### src/rtl/mem_access_pkg.sv
// Shared definitions for the memory-access stage: op encoding, bus sizes,
// FSM states and the small decode helpers used by the datapath.
package cpu_defs;

   typedef enum logic [2:0] {
      LB  = 3'd0,
      LBU = 3'd1,
      LH  = 3'd2,
      LHU = 3'd3,
      LW  = 3'd4,
      SB  = 3'd5,
      SH  = 3'd6,
      SW  = 3'd7
   } mem_op_t;

   typedef enum logic [2:0] {
      IDLE   = 3'd0,
      REQ    = 3'd1,
      WAIT   = 3'd2,
      DONE   = 3'd3,
      CANCEL = 3'd4
   } mem_state_t;

   localparam logic [1:0] SZ_BYTE = 2'd0;
   localparam logic [1:0] SZ_HALF = 2'd1;
   localparam logic [1:0] SZ_WORD = 2'd2;

   function automatic logic is_store(input mem_op_t op);
      return (op == SB) || (op == SH) || (op == SW);
   endfunction

   function automatic logic [1:0] op_size(input mem_op_t op);
      case (op)
         LB, LBU, SB: return SZ_BYTE;
         LH, LHU, SH: return SZ_HALF;
         default:     return SZ_WORD;
      endcase
   endfunction

   // Halfword ops need bit 0 clear, word ops need both low bits clear.
   function automatic logic misaligned(input mem_op_t op, input logic [1:0] lo);
      case (op)
         LH, LHU, SH: return lo[0];
         LW, SW:      return lo != 2'b00;
         default:     return 1'b0;
      endcase
   endfunction

   function automatic logic [3:0] store_strb(input mem_op_t op, input logic [1:0] lo);
      case (op)
         SB:      return 4'b0001 << lo;
         SH:      return lo[1] ? 4'b1100 : 4'b0011;
         SW:      return 4'b1111;
         default: return 4'b0000;
      endcase
   endfunction

   // Store data is replicated across lanes so the strobes alone pick the target bytes.
   function automatic logic [31:0] store_data(input mem_op_t op, input logic [31:0] wd);
      case (op)
         SB:      return {4{wd[7:0]}};
         SH:      return {2{wd[15:0]}};
         SW:      return wd;
         default: return 32'h0;
      endcase
   endfunction

endpackage

### src/rtl/mem_access_load_extend.sv
// Combinational load-data extraction: picks the addressed byte/half out of
// the raw bus word and sign- or zero-extends it according to the op.
module load_extend
   import cpu_defs::*;
(
   input  mem_op_t     op,
   input  logic [1:0]  lo,
   input  logic [31:0] raw,
   output logic [31:0] ext
);

   logic [7:0]  byte_v;
   logic [15:0] half_v;

   always_comb begin
      case (lo)
         2'd0:    byte_v = raw[7:0];
         2'd1:    byte_v = raw[15:8];
         2'd2:    byte_v = raw[23:16];
         default: byte_v = raw[31:24];
      endcase
      half_v = lo[1] ? raw[31:16] : raw[15:0];
      case (op)
         LB:      ext = {{24{byte_v[7]}}, byte_v};
         LBU:     ext = {24'h0, byte_v};
         LH:      ext = {{16{half_v[15]}}, half_v};
         LHU:     ext = {16'h0, half_v};
         default: ext = raw;
      endcase
   end

endmodule

### src/rtl/mem_access.sv
// Memory-access pipeline stage: issues one SRAM-like bus transaction per
// load/store, stalls the pipeline until it completes, and flags misalignment.
module mem_access
   import cpu_defs::*;
#(
   parameter int ADDR_W = 32,
   parameter int DATA_W = 32
) (
   input  logic              clk,
   input  logic              rst,
   input  logic              in_valid,
   input  mem_op_t           mem_op,
   input  logic [ADDR_W-1:0] addr,
   input  logic [DATA_W-1:0] wdata,
   input  logic              flush,
   input  logic              advance,
   output logic              data_req,
   output logic              data_wr,
   output logic [1:0]        data_size,
   output logic [3:0]        data_wstrb,
   output logic [ADDR_W-1:0] data_addr,
   output logic [DATA_W-1:0] data_wdata,
   input  logic              data_addr_ok,
   input  logic              data_data_ok,
   input  logic [DATA_W-1:0] data_rdata,
   output logic [DATA_W-1:0] result,
   output logic              result_valid,
   output logic              stall,
   output logic              addr_err_load,
   output logic              addr_err_store,
   output logic [ADDR_W-1:0] badvaddr
);

   mem_state_t        state;
   mem_op_t           op_q;
   logic [ADDR_W-1:0] addr_q;
   logic [DATA_W-1:0] wdata_q;
   logic [DATA_W-1:0] result_q;
   logic              flush_pend;
   logic [DATA_W-1:0] ext_data;
   logic              in_idle;
   logic              bad_align;
   logic              fault;
   logic              start;

   load_extend u_load_extend (
      .op  (op_q),
      .lo  (addr_q[1:0]),
      .raw (data_rdata),
      .ext (ext_data)
   );

   // Faults and the start-cycle stall come straight from the inputs; they are
   // masked while reset is held so every output reads zero during reset.
   always_comb begin
      in_idle        = rst && (state == IDLE);
      bad_align      = misaligned(mem_op, addr[1:0]);
      fault          = in_idle && in_valid && bad_align;
      start          = in_idle && in_valid && !bad_align && !flush;
      addr_err_load  = fault && !is_store(mem_op);
      addr_err_store = fault && is_store(mem_op);
      badvaddr       = fault ? addr : '0;
      stall          = start || (state == REQ) || (state == WAIT) || (state == CANCEL);
   end

   // Bus fields come only from the captured registers so they stay stable while
   // the request waits for addr_ok.
   always_comb begin
      data_req     = (state == REQ);
      data_wr      = is_store(op_q);
      data_size    = op_size(op_q);
      data_wstrb   = store_strb(op_q, addr_q[1:0]);
      data_addr    = addr_q;
      data_wdata   = store_data(op_q, wdata_q);
      result       = result_q;
      result_valid = (state == DONE);
   end

   // A request already on the bus cannot be withdrawn, so a flush seen in REQ
   // is remembered and turns the accept into a CANCEL that drains the response.
   always_ff @(posedge clk or negedge rst) begin
      if (!rst) begin
         state      <= IDLE;
         op_q       <= LB;
         addr_q     <= '0;
         wdata_q    <= '0;
         result_q   <= '0;
         flush_pend <= 1'b0;
      end else begin
         case (state)
            IDLE: begin
               if (start) begin
                  op_q       <= mem_op;
                  addr_q     <= addr;
                  wdata_q    <= wdata;
                  flush_pend <= 1'b0;
                  state      <= REQ;
               end
            end
            REQ: begin
               if (data_addr_ok) begin
                  state      <= (flush || flush_pend) ? CANCEL : WAIT;
                  flush_pend <= 1'b0;
               end else if (flush) begin
                  flush_pend <= 1'b1;
               end
            end
            WAIT: begin
               if (data_data_ok) begin
                  if (flush) begin
                     state <= IDLE;
                  end else begin
                     result_q <= is_store(op_q) ? '0 : ext_data;
                     state    <= DONE;
                  end
               end else if (flush) begin
                  state <= CANCEL;
               end
            end
            DONE: begin
               if (flush || advance) state <= IDLE;
            end
            CANCEL: begin
               if (data_data_ok) state <= IDLE;
            end
            default: state <= IDLE;
         endcase
      end
   end

endmodule
### config.mk
export PLATFORM = sky130hd
export DESIGN_NAME = mem_access
export DESIGN_NICKNAME = d
export VERILOG_FILES = /design/src/rtl/mem_access_pkg.sv /design/src/rtl/mem_access_load_extend.sv /design/src/rtl/mem_access.sv
export SDC_FILE = /design/constraint.sdc
export NUM_CORES = 1
export LEC_CHECK = 0
export ABC_CLOCK_PERIOD_IN_PS = 2400
export CAP_MARGIN = 10
export CORE_ASPECT_RATIO = 0.9
export CORE_MARGIN = 1.5
export CORE_UTILIZATION = 35
export DETAILED_ROUTE_END_ITERATION = 6
export DONT_BUFFER_PORTS = 1
export HOLD_SLACK_MARGIN = 0.02
export PLACE_DENSITY_LB_ADDON = 0.25
export SLEW_MARGIN = 20
export SYNTH_ARGS = -nofsm -noshare
export SYNTH_HDL_FRONTEND = slang
export SYNTH_HIERARCHICAL = 1
export SYNTH_SLANG_ARGS = --single-unit
### constraint.sdc
create_clock -name clk -period 2.4 [get_ports clk]
set_input_delay 0.24 -clock clk [delete_from_list [all_inputs] [get_ports clk]]
set_output_delay 0.24 -clock clk [all_outputs]
set_load 0.005 [all_outputs]
======== Yosys cells after proc, flatten, opt, wreduce, memory -nomap -nowiden ========
Cells that the tools add are included.
word-level totals
  register bits after elaboration ......... 103
  output and inout bits ................... 140
  logic and storage cells ................. 87
operators by class
  equality and inequality tests ........... 24
  shift-type cells ........................ 1
  mux-type cells .......................... 23
  bitwise logic cells ..................... 1
  reduce and logical (&&, ||, !) cells .... 32
operators by type and width
  kind                   count
  $pmux W32 S4           1
  $pmux W32 S3           1
  $mux W32               2
  $eq A3 B3 Y1 const B   8
  $pmux W8 S3            1
  $mux W3                7
  $eq A3 B2 Y1 const B   6
  $mux W16               1
  $pmux W3 S5            1
  $pmux W4 S3            1
  $logic_or A1 B1 Y1     9
  $reduce_or A3 Y1       3
  $logic_and A1 B1 Y1    7
  $eq A3 B1 Y1 const B   2
  $logic_not A3 Y1       2
  $reduce_and A3 Y1      2
  $reduce_and A5 Y1      1
  $mux W4                1
  $ne A2 B1 Y1 const B   2
  $ne A2 B2 Y1 const B   2
  $pmux W1 S2            2
  $pmux W2 S2            1
  $reduce_bool A2 Y1     2
  $shl A1 B2 Y4 const A  1
  other kinds (11)       15

======== Longest topological paths before layout ========
Gate-level depths: netlist of the first run.
  word-level depth ........................ 9
  gate-level depth with buffers ........... 7
  mapped depth without buffers ............ 5

======== Cells and area by module ========
The synthesis of the first run kept the hierarchy.
modules (own cells, without submodules)
  module       instances  cells an instance  area an instance (µm²)
  mem_access   1          474                5,207.5
  load_extend  1          132                1,039.7

======== Least setup slack after synthesis of the first run ========
OpenSTA, ideal clock, no wires.
  path kind ............................... register to register
  start ................................... register addr_q[1], in the netlist data_addr[1]
  end ..................................... register result_q[0], in the netlist result[0]
  setup time .............................. 0.133 ns
  arrival time ............................ 1.508 ns
  required time ........................... 2.267 ns
  path slack .............................. 0.759 ns
  cell stages (with the launch flop) ...... 7
  path buffers ............................ 1
  cell sequence ........................... dfrtp_1 -> buf_2 -> mux4_1 -> nor2_1 -> a211oi_1 -> nand2_1 -> o21ai_0
between the ends
  cells in the longest elaborated chain, start to end .. 4
RTL lines
  what                                  line                          source
  from (decl)                           mem_access.sv:36              logic [ADDR_W-1:0] addr_q;
  from (signal assigned)                mem_access.sv:94              addr_q <= addr;
  $eq A2 B2 Y1 (tied with other cells)  mem_access_load_extend.sv:16  case (lo)
  $pmux W8 S3                           mem_access_load_extend.sv:16
  $pmux W32 S4 (*)                      mem_access_load_extend.sv:23  case (op)
  via ext_data[0]                       mem_access.sv:40              logic [DATA_W-1:0] ext_data;
  $mux W32 (*)                          mem_access.sv:113             result_q <= is_store(op_q) ? '0 : ext_data;
  to (signal assigned)                  mem_access.sv:113
  to (decl)                             mem_access.sv:38              logic [DATA_W-1:0] result_q;
Mark *: on every way through the listed nets, which the timed path passes. The rest lies on a longest branch.
A chain may end at the register's enable or synchronous reset.

======== Final worst setup path of the first run ========
  start ................................... register state[0]
  end ..................................... output stall
between the ends
  cells in the longest elaborated chain, start to end .. 8
RTL lines
  what                               line               source
  from (decl)                        mem_access.sv:34   mem_state_t state;
  from (signal assigned)             mem_access.sv:102  state <= (flush || flush_pend) ? CANCEL : WAIT;
  $logic_not A3 Y1                   mem_access.sv:56   in_idle = rst && (state == IDLE);
  $logic_and A1 B1 Y1                mem_access.sv:56
  $logic_and A1 B1 Y1 (3 in series)  mem_access.sv:59   start = in_idle && in_valid && !bad_align && !flush;
  $logic_or A1 B1 Y1 (2 in series)   mem_access.sv:63   stall = start || (state == REQ) || (state == WAIT) || (state == CANCEL);
  $logic_or A1 B1 Y1 (*)             mem_access.sv:63
  to (decl)                          mem_access.sv:28   output logic stall,
Mark *: on every way between the ends. The rest lies on a longest branch, timed or not.

==> impl_metrics.csv, run 1 <==
group,metric,value,unit
worst_hold_path,hold_class,"in -> async",
pwr,powerDensity,1240,nW/µm²
worst_setup_path,crit_type,"reg -> out",
worst_setup_path,worst_setup_path_start_kind,"flip-flop",
pwr,p_leak,3.35,nW
placed_design,dp_cells,813,
sta,rsz0062_at_grt,"false",
clock_network,clockRootBuffer,"clkbuf_16",
yosys,synth_top_family_by_area,"multiplexers",
yosys,synth_edf_count,0,
finish,antennaDiodeCount,0,
clock_network,path_clk_slew,70,ps
sta,relSlewSlack,47.0,%
pwr,ir_drop,0.462,mV
routing,viasPerCell,5.33,
yosys,synthSimpleGateAreaFrac,17.8,%
finish,nNetsFinal,755,
clock_network,cts.sinks,103,
routing,vias,4769,
finish,fin_util,41.9,%
yosys,synth_cell_types,42,
sta,worst_clock_skew,16.3,ps
worst_setup_path,cp_data_arrival_time,1980,ps
worst_setup_path,r2r_cells,5,
worst_setup_path,crit_fanout,28,
yosys,synth-compound-area-share,14.5,%
global_route,grt.total_usage,18.8,%
sta,fmax,0.450,GHz
yosys,synth-xor-area-share,0.280,%
clock_network,clk_latency,360,ps
routing,wirelength,17800,µm
sta,finalSetupViolCount,0,
worst_setup_path,rr_startpoint,"state[0]",
run_status,status,"finished, violations left",
global_route,grt_overflow,0,
global_route,grt_max_degree,105,
placed_design,place_area,6410,µm²
floorplan,die_h,130,µm
sta,tns,0,ps
yosys,yosys.area_share.adder,0,%
sta,hold_viol,103,
clock_network,htreeDepth,3,
placed_design,hpwl,12300,µm
sta,period_share,92.5,%
routing,drt-pass1-iter-count,5,
routing,drc,0,
worst_setup_path,r2r_end,"wdata_q[29]",
routing,postRouteAntennaNets,0,
yosys,synthesis.nets,712,
sta,tightestPinTransition,794,ps
finish,instances_no_fill,894,
yosys,netlist.area_leader.share,41.3,%
yosys,synth.mux.area_fraction,20.7,%
yosys,synth.top_cells.by_area,"dfrtp_1 (41%), mux2_4 (17%), nand2_1 (4.7%), and2_1 (4.5%), nor2b_1 (4.5%)",
placed_design,pre_cts_slack,268,ps
yosys,synth_ff_type,"dfrtp_1",
clock_network,cts_tree,"built",
floorplan,start_util,35.6,%
pwr,finalPower,9.13,mW
floorplan,die_w,144,µm
yosys,synth_top_area_cell,"dfrtp_1",
clock_network,cts_max_path_buffers,2,
worst_setup_path,worstSetupEndpoint,"stall",
worst_setup_path,endpoint_kind,"output pin",
sta,fin_crit,2220,ps
global_route,first_global_vias,4768,
yosys,synth.avg_cell_area,10.3,µm²
worst_setup_path,startpoint,"state[0]",
floorplan,row_count,46,
yosys,synth_seq_area_share,41.3,%
global_route,grt_pass1_wl,26800,µm
yosys,syn_area,6250,µm²
floorplan,die_area,18700,µm²
finish,final_cell_mix,"dfrtp_1 (102), nand2_1 (79), mux2_4 (69), dlygate4sd3_1 (65), and2_1 (45)",
global_route,antenna_found_initial,0,
sta,setup_ws,179,ps
flow_run,maxCapViolCount,0,
placed_design,routabilityCongestion,0.910,
yosys,ys_ff_latch,103,
worst_setup_path,worst_ep_required_time,2160,ps
clock_network,cts_buffers,9,
yosys,synthCells,606,
routing,drt_iter0_markers,191,
yosys,synth-warning-count,6,
yosys,async_flop_share,100,%
floorplan,fp.coreArea,17600,µm²
placed_design,portBuffers,0,
routing,wl_per_cell,19.9,µm
worst_setup_path,reg2reg_slack,250,ps
sta,slew_viol_final,0,
finish,final_area,7360,µm²
run_status,violations,"negative hold slack",
finish,area_growth,17.8,%
finish,layout_commonest_cell,"dfrtp_1",
floorplan,ioPinCount,246,
sta,timing.hold.ws,-421,ps
finish,drive_gt1_share,19.1,%
[layout make-up]
class                           count  area [µm²]
Inverter                            6        22.5
Multi-Input combinational cell    446        3360
Tap cell                          240         300
Clock buffer                        9         225
Timing Repair Buffer               83         798
Sequential cell                   103        2580
Clock inverter                      7        68.8
Fill cell                        1685       10200
[how the worst min path moves through the flow]
stage / start / endpoint / slack (ps) / cells after the start
after global routing: rst / wdata_q[5] / -460 / 0
after detailed placement: rst / result[22] / -50 / 0
after floorplan: rst / data_addr[0] / -60 / 0
after CTS: rst / wdata_q[5] / -450 / 0
after global placement: rst / result[22] / -50 / 0
final: rst / result[22] / -420 / 0
[report_power, final]
part	switching (mW)	internal (mW)	total, mW
combinational	2.15	2.13	4.28
clock	0.748	0.739	1.49
sequential	0.815	2.55	3.36
total	3.72	5.41	9.13
[worst max-delay path, stage by stage (launching register included)]
cell and delay [ps]:
dfrtp_1 500, nor2_4 180, nand4_1 210, nand4bb_4 290, buf_4 290, nand2_1 140
[layer usage]
layer / vias to the layer above / global-route usage (%) / wire (µm)
met5: - / 0 / 0
met4: 0 / 4.56 / 178
met3: 14 / 7.05 / 1690
met2: 217 / 31.9 / 8720
met1: 2328 / 22.5 / 7200
li1: 2210 / - / -
[logic make-up after synthesis]
kind of cell,after synthesis
buffers and inverters,57
multiplexers,83
AO/OA/AOI/OAI,141
AND/OR/NAND/NOR,220
XOR/XNOR,2
flip-flops,103
[cell usage after synthesis (2+ instances only)]
cell	count
nor3b_1	2
o22ai_1	27
buf_4	4
a221oi_1	4
xnor2_1	2
and2_1	45
a211oi_1	8
a22oi_1	12
buf_6	13
dfrtp_1	103
nand2_1	79
o221ai_2	4
inv_1	5
mux2_2	5
buf_2	8
clkbuf_1	26
nand2b_1	3
nor3_1	2
o21ai_1	9
a21o_1	5
mux4_1	7
a31oi_1	2
a21boi_0	2
nor2_1	29
or2_2	3
a21oi_1	27
mux2_4	69
nor2b_1	45
nand3_1	6
o21ai_0	37
mux2i_1	2
[sequential cells by signal (all words and copies together), names as in the netlist]
name / flops
data_addr: 32
result: 32
wdata_q: 32
op_q: 3
state: 3
flush_pend: 1
[timing repair]
item	CTS	global route
setup endpoints to repair	0	9
endpoints found under the hold margin	165	106
resized for setup	0	1
buffers inserted	0	0
hold buffers	62	3
(Power assumes the default switching activity.)
==> run 2: changes to the inputs <==
Settings changed: PLACE_DENSITY_LB_ADDON 0.25 to default.
==> impl_metrics.csv, run 2 (synthesis results as in run 1) <==
group,metric,value,unit
finish,final_area,7400,µm²
floorplan,die_w,144,µm
routing,drc,0,
floorplan,ioPinCount,246,
sta,timing.hold.ws,-427,ps
sta,fmax,0.452,GHz
sta,relSlewSlack,51.7,%
clock_network,cts_buffers,9,
pwr,p_leak,3.36,nW
sta,hold_viol,103,
clock_network,htreeDepth,3,
worst_setup_path,worst_setup_path_start_kind,"flip-flop",
worst_setup_path,endpoint_kind,"output pin",
global_route,grt_max_degree,105,
routing,wl_per_cell,19.9,µm
worst_setup_path,crit_type,"reg -> out",
run_status,status,"finished, violations left",
finish,layout_commonest_cell,"dfrtp_1",
sta,slew_viol_final,0,
floorplan,die_h,130,µm
worst_hold_path,hold_class,"in -> async",
routing,drt-pass1-iter-count,5,
placed_design,hpwl,12400,µm
flow_run,maxCapViolCount,0,
pwr,ir_drop,0.564,mV
floorplan,die_area,18700,µm²
global_route,first_global_vias,4822,
clock_network,hold_buffers,67,
sta,rsz0062_at_grt,"false",
worst_setup_path,crit_fanout,20,
clock_network,clk_latency,360,ps
run_status,violations,"negative hold slack",
clock_network,clockRootBuffer,"clkbuf_16",
sta,fin_crit,2210,ps
routing,vias,4846,
routing,postRouteAntennaNets,0,
placed_design,pre_cts_slack,415,ps
finish,final_cell_mix,"dfrtp_1 (101), nand2_1 (79), mux2_4 (69), dlygate4sd3_1 (67)",
global_route,grt.total_usage,18.9,%
placed_design,routabilityCongestion,0.849,
clock_network,cts_max_path_buffers,2,
sta,tightestPinTransition,723,ps
worst_setup_path,worst_ep_required_time,2160,ps
floorplan,row_count,46,
placed_design,dp_cells,813,
routing,drt_iter0_markers,240,
worst_setup_path,cp_data_arrival_time,1970,ps
finish,nNetsFinal,757,
pwr,finalPower,9.17,mW
sta,finalSetupViolCount,0,
sta,setup_ws,189,ps
floorplan,fp.coreArea,17600,µm²
global_route,antenna_found_initial,0,
sta,tns,0,ps
finish,antennaDiodeCount,0,
clock_network,cts.sinks,103,
global_route,grt_pass1_wl,26900,µm
floorplan,start_util,35.6,%
clock_network,path_clk_slew,90,ps
finish,fin_util,42.2,%
global_route,grt_overflow,0,
finish,drive_gt1_share,19.1,%
pwr,powerDensity,1240,nW/µm²
finish,area_growth,18.4,%
finish,instances_no_fill,896,
routing,viasPerCell,5.41,
placed_design,place_area,6410,µm²
placed_design,portBuffers,0,
sta,period_share,92.1,%
clock_network,cts_tree,"built",
routing,wirelength,17800,µm
sta,worst_clock_skew,12.5,ps
[run 2: cell count changes in the layout (fill, tap and decap cells not counted), sizes merged]
cell	change
dlygate4sd3	+2
clkinv	+1
inv	-1
[run 2: cell type report]
type | count | area, µm²
flip-flops and latches | 103 | 2580
fillers | 1643 | 10200
repair buffers | 85 | 818
multi-input cells | 446 | 3360
clock buffers | 9 | 225
clock inverters | 7 | 91.3
inverters | 6 | 22.5
well taps | 240 | 300
[run 2: per-layer routing]
metal  track usage [%]  vias to the layer above  routed length, µm
li1                  -                     2207                  -
met1              21.9                     2383               6900
met2              32.2                      238               8820
met3              7.27                       18               1780
met4              5.76                        0                303
met5                 0                        -                  0
[run 2: report_power, final]
| part | internal, mW | switching (mW) | leakage [nW] |
|---|---|---|---|
| Sequential | 2.55 | 0.882 | 1.28 |
| Clock | 0.758 | 0.779 | 0.154 |
| Combinational | 2.12 | 2.09 | 1.92 |
| Total | 5.42 | 3.75 | 3.36 |
[run 2: final timing paths]
check / from / end / slack, ps / cells after the start
setup / recovery: op_q[0] / data_wdata[18] / 190 / 5
hold / removal: rst / result[18] / -430 / 0
setup reg to reg: state[0] / wdata_q[28] / 380 / 5
hold reg to reg: result[4] / result[4] / 500 / 2
max in group asynchronous: rst / op_q[1] / 2640 / 0
min in group clk: data_addr_ok / flush_pend / 60 / 3
[run 2: worst max-delay path, cell delays in order, from the launching register on]
cell	delay [ps]
dfrtp_1	520
buf_4	280
nor2b_1	320
or2_2	240
nand2_1	70
a21oi_1	180
[run 2: repair_timing]
item / in CTS / in global routing
resized for setup: 0 / 1
buffers inserted: 0 / 0
endpoints found under the setup margin: 0 / 25
hold endpoints to repair: 170 / 103
==> run 3: changes to the inputs <==
Settings changed: RECOVER_POWER from default to 100.
==> impl_metrics.csv, run 3 (synthesis results as in run 1) <==
group,metric,value,unit
clock_network,cts_max_path_buffers,2,
pwr,ir_drop,0.529,mV
worst_setup_path,rr_startpoint,"data_addr[0]",
worst_setup_path,endpoint_kind,"output pin",
pwr,p_leak,2.99,nW
run_status,status,"finished, violations left",
floorplan,fp.coreArea,17600,µm²
sta,setup_ws,181,ps
worst_setup_path,cp_slowest_cell,"dfrtp_1",
finish,area_growth,13.8,%
worst_setup_path,crit_type,"reg -> out",
sta,period_share,92.5,%
worst_setup_path,crit_fanout,20,
worst_setup_path,r2r_end,"result[10]",
floorplan,die_area,18700,µm²
finish,antennaDiodeCount,0,
worst_setup_path,reg2reg_slack,230,ps
routing,drc,0,
sta,finalSetupViolCount,0,
sta,timing.hold.ws,-428,ps
sta,tns,0,ps
routing,wirelength,17700,µm
worst_setup_path,cp_num_buf_inv,2,
placed_design,portBuffers,0,
global_route,antenna_found_initial,0,
floorplan,start_util,35.6,%
floorplan,die_h,130,µm
worst_setup_path,r2r_cells,6,
finish,layout_commonest_cell,"dfrtp_1",
pwr,powerDensity,1220,nW/µm²
worst_hold_path,hold_class,"in -> async",
clock_network,cts.sinks,103,
sta,slew_viol_final,0,
worst_setup_path,cp_data_arrival_time,1980,ps
global_route,first_global_vias,4822,
finish,nNetsFinal,757,
worst_setup_path,path_cells,"buf_4, nor2b_1, clkbuf_2, a22oi_1, nor2_1",
floorplan,ioPinCount,246,
routing,vias,4819,
routing,viasPerCell,5.38,
floorplan,die_w,144,µm
global_route,grt.total_usage,18.9,%
clock_network,clk_latency,360,ps
routing,drt-pass1-iter-count,4,
placed_design,dp_cells,813,
finish,instances_no_fill,896,
routing,postRouteAntennaNets,0,
placed_design,routabilityCongestion,0.849,
sta,fin_crit,2220,ps
sta,worst_clock_skew,11.5,ps
sta,fmax,0.451,GHz
placed_design,pre_cts_slack,415,ps
worst_setup_path,max_stage_delay,520,ps
finish,fin_util,40.5,%
finish,nFillCells,1720,
clock_network,path_clk_slew,90,ps
global_route,grt_overflow,0,
sta,tightestPinTransition,869,ps
clock_network,cts_tree,"built",
routing,wl_per_cell,19.8,µm
run_status,violations,"negative hold slack",
worst_setup_path,cpLargestDelayFamily,"flip-flops",
global_route,grt_max_degree,105,
placed_design,hpwl,12400,µm
pwr,finalPower,8.66,mW
global_route,grt_pass1_wl,26900,µm
placed_design,place_area,6410,µm²
clock_network,clockRootBuffer,"clkbuf_16",
finish,multiInputGateArea,3090,µm²
sta,relSlewSlack,41.9,%
worst_setup_path,worst_ep_required_time,2160,ps
finish,final_area,7110,µm²
sta,hold_viol,103,
clock_network,cts_buffers,9,
finish,drive_gt1_share,8.38,%
flow_run,maxCapViolCount,0,
finish,final_cell_mix,"dfrtp_1 (101), nand2_1 (79), dlygate4sd3_1 (67), mux2_1 (66), nor2b_1 (45)",
floorplan,row_count,46,
sta,rsz0062_at_grt,"false",
routing,drt_iter0_markers,198,
clock_network,hold_buffers,67,
worst_setup_path,worst_setup_path_start_kind,"flip-flop",
finish,regArea,2580,µm²
clock_network,htreeDepth,3,
==> run 3: cell type report <==
type / instances / area share, %
Multi-Input combinational cell: 446 / 43.4
Sequential cell: 103 / 36.3
Timing Repair Buffer: 85 / 11.3
Tap cell: 240 / 4.22
Clock buffer: 9 / 3.17
Clock inverter: 7 / 1.28
Inverter: 6 / 0.317
==> run 3: where the power goes <==
| part | leakage, nW | total, mW | internal, mW | switching (mW) |
|---|---|---|---|---|
| Sequential | 1.28 | 3.41 | 2.55 | 0.861 |
| Combinational | 1.55 | 3.70 | 1.63 | 2.08 |
| Clock | 0.154 | 1.54 | 0.758 | 0.784 |
==> run 3: worst max-delay path by stage <==
stage | startpoint | endpoint | cells past startpoint | slack (ps)
final | op_q[0] | data_wdata[23] | 5 | 180
after global routing | op_q[0] | data_wdata[14] | 5 | 40
after CTS | op_q[2] | data_wstrb[2] | 3 | 10
after detailed placement | op_q[2] | data_wstrb[2] | 3 | 410
after global placement | op_q[2] | data_wstrb[2] | 3 | 410
after floorplan | data_addr[1] | result[0] | 6 | 760
==> run 3: layer usage <==
metal | global-route usage, % | share of wire (%) | vias to the layer above
li1 | - | - | 2209
met1 | 21.9 | 39 | 2362
met2 | 32.2 | 49 | 230
met3 | 7.27 | 10 | 18
met4 | 5.76 | 1.7 | 0
met5 | 0 | 0 | -
==> run 3: what timing repair did <==
item / in CTS / in global routing
endpoints found under the setup margin: 0 / 25
hold endpoints to repair: 170 / 103
gates resized for setup: 0 / 1
buffers inserted: 0 / 0
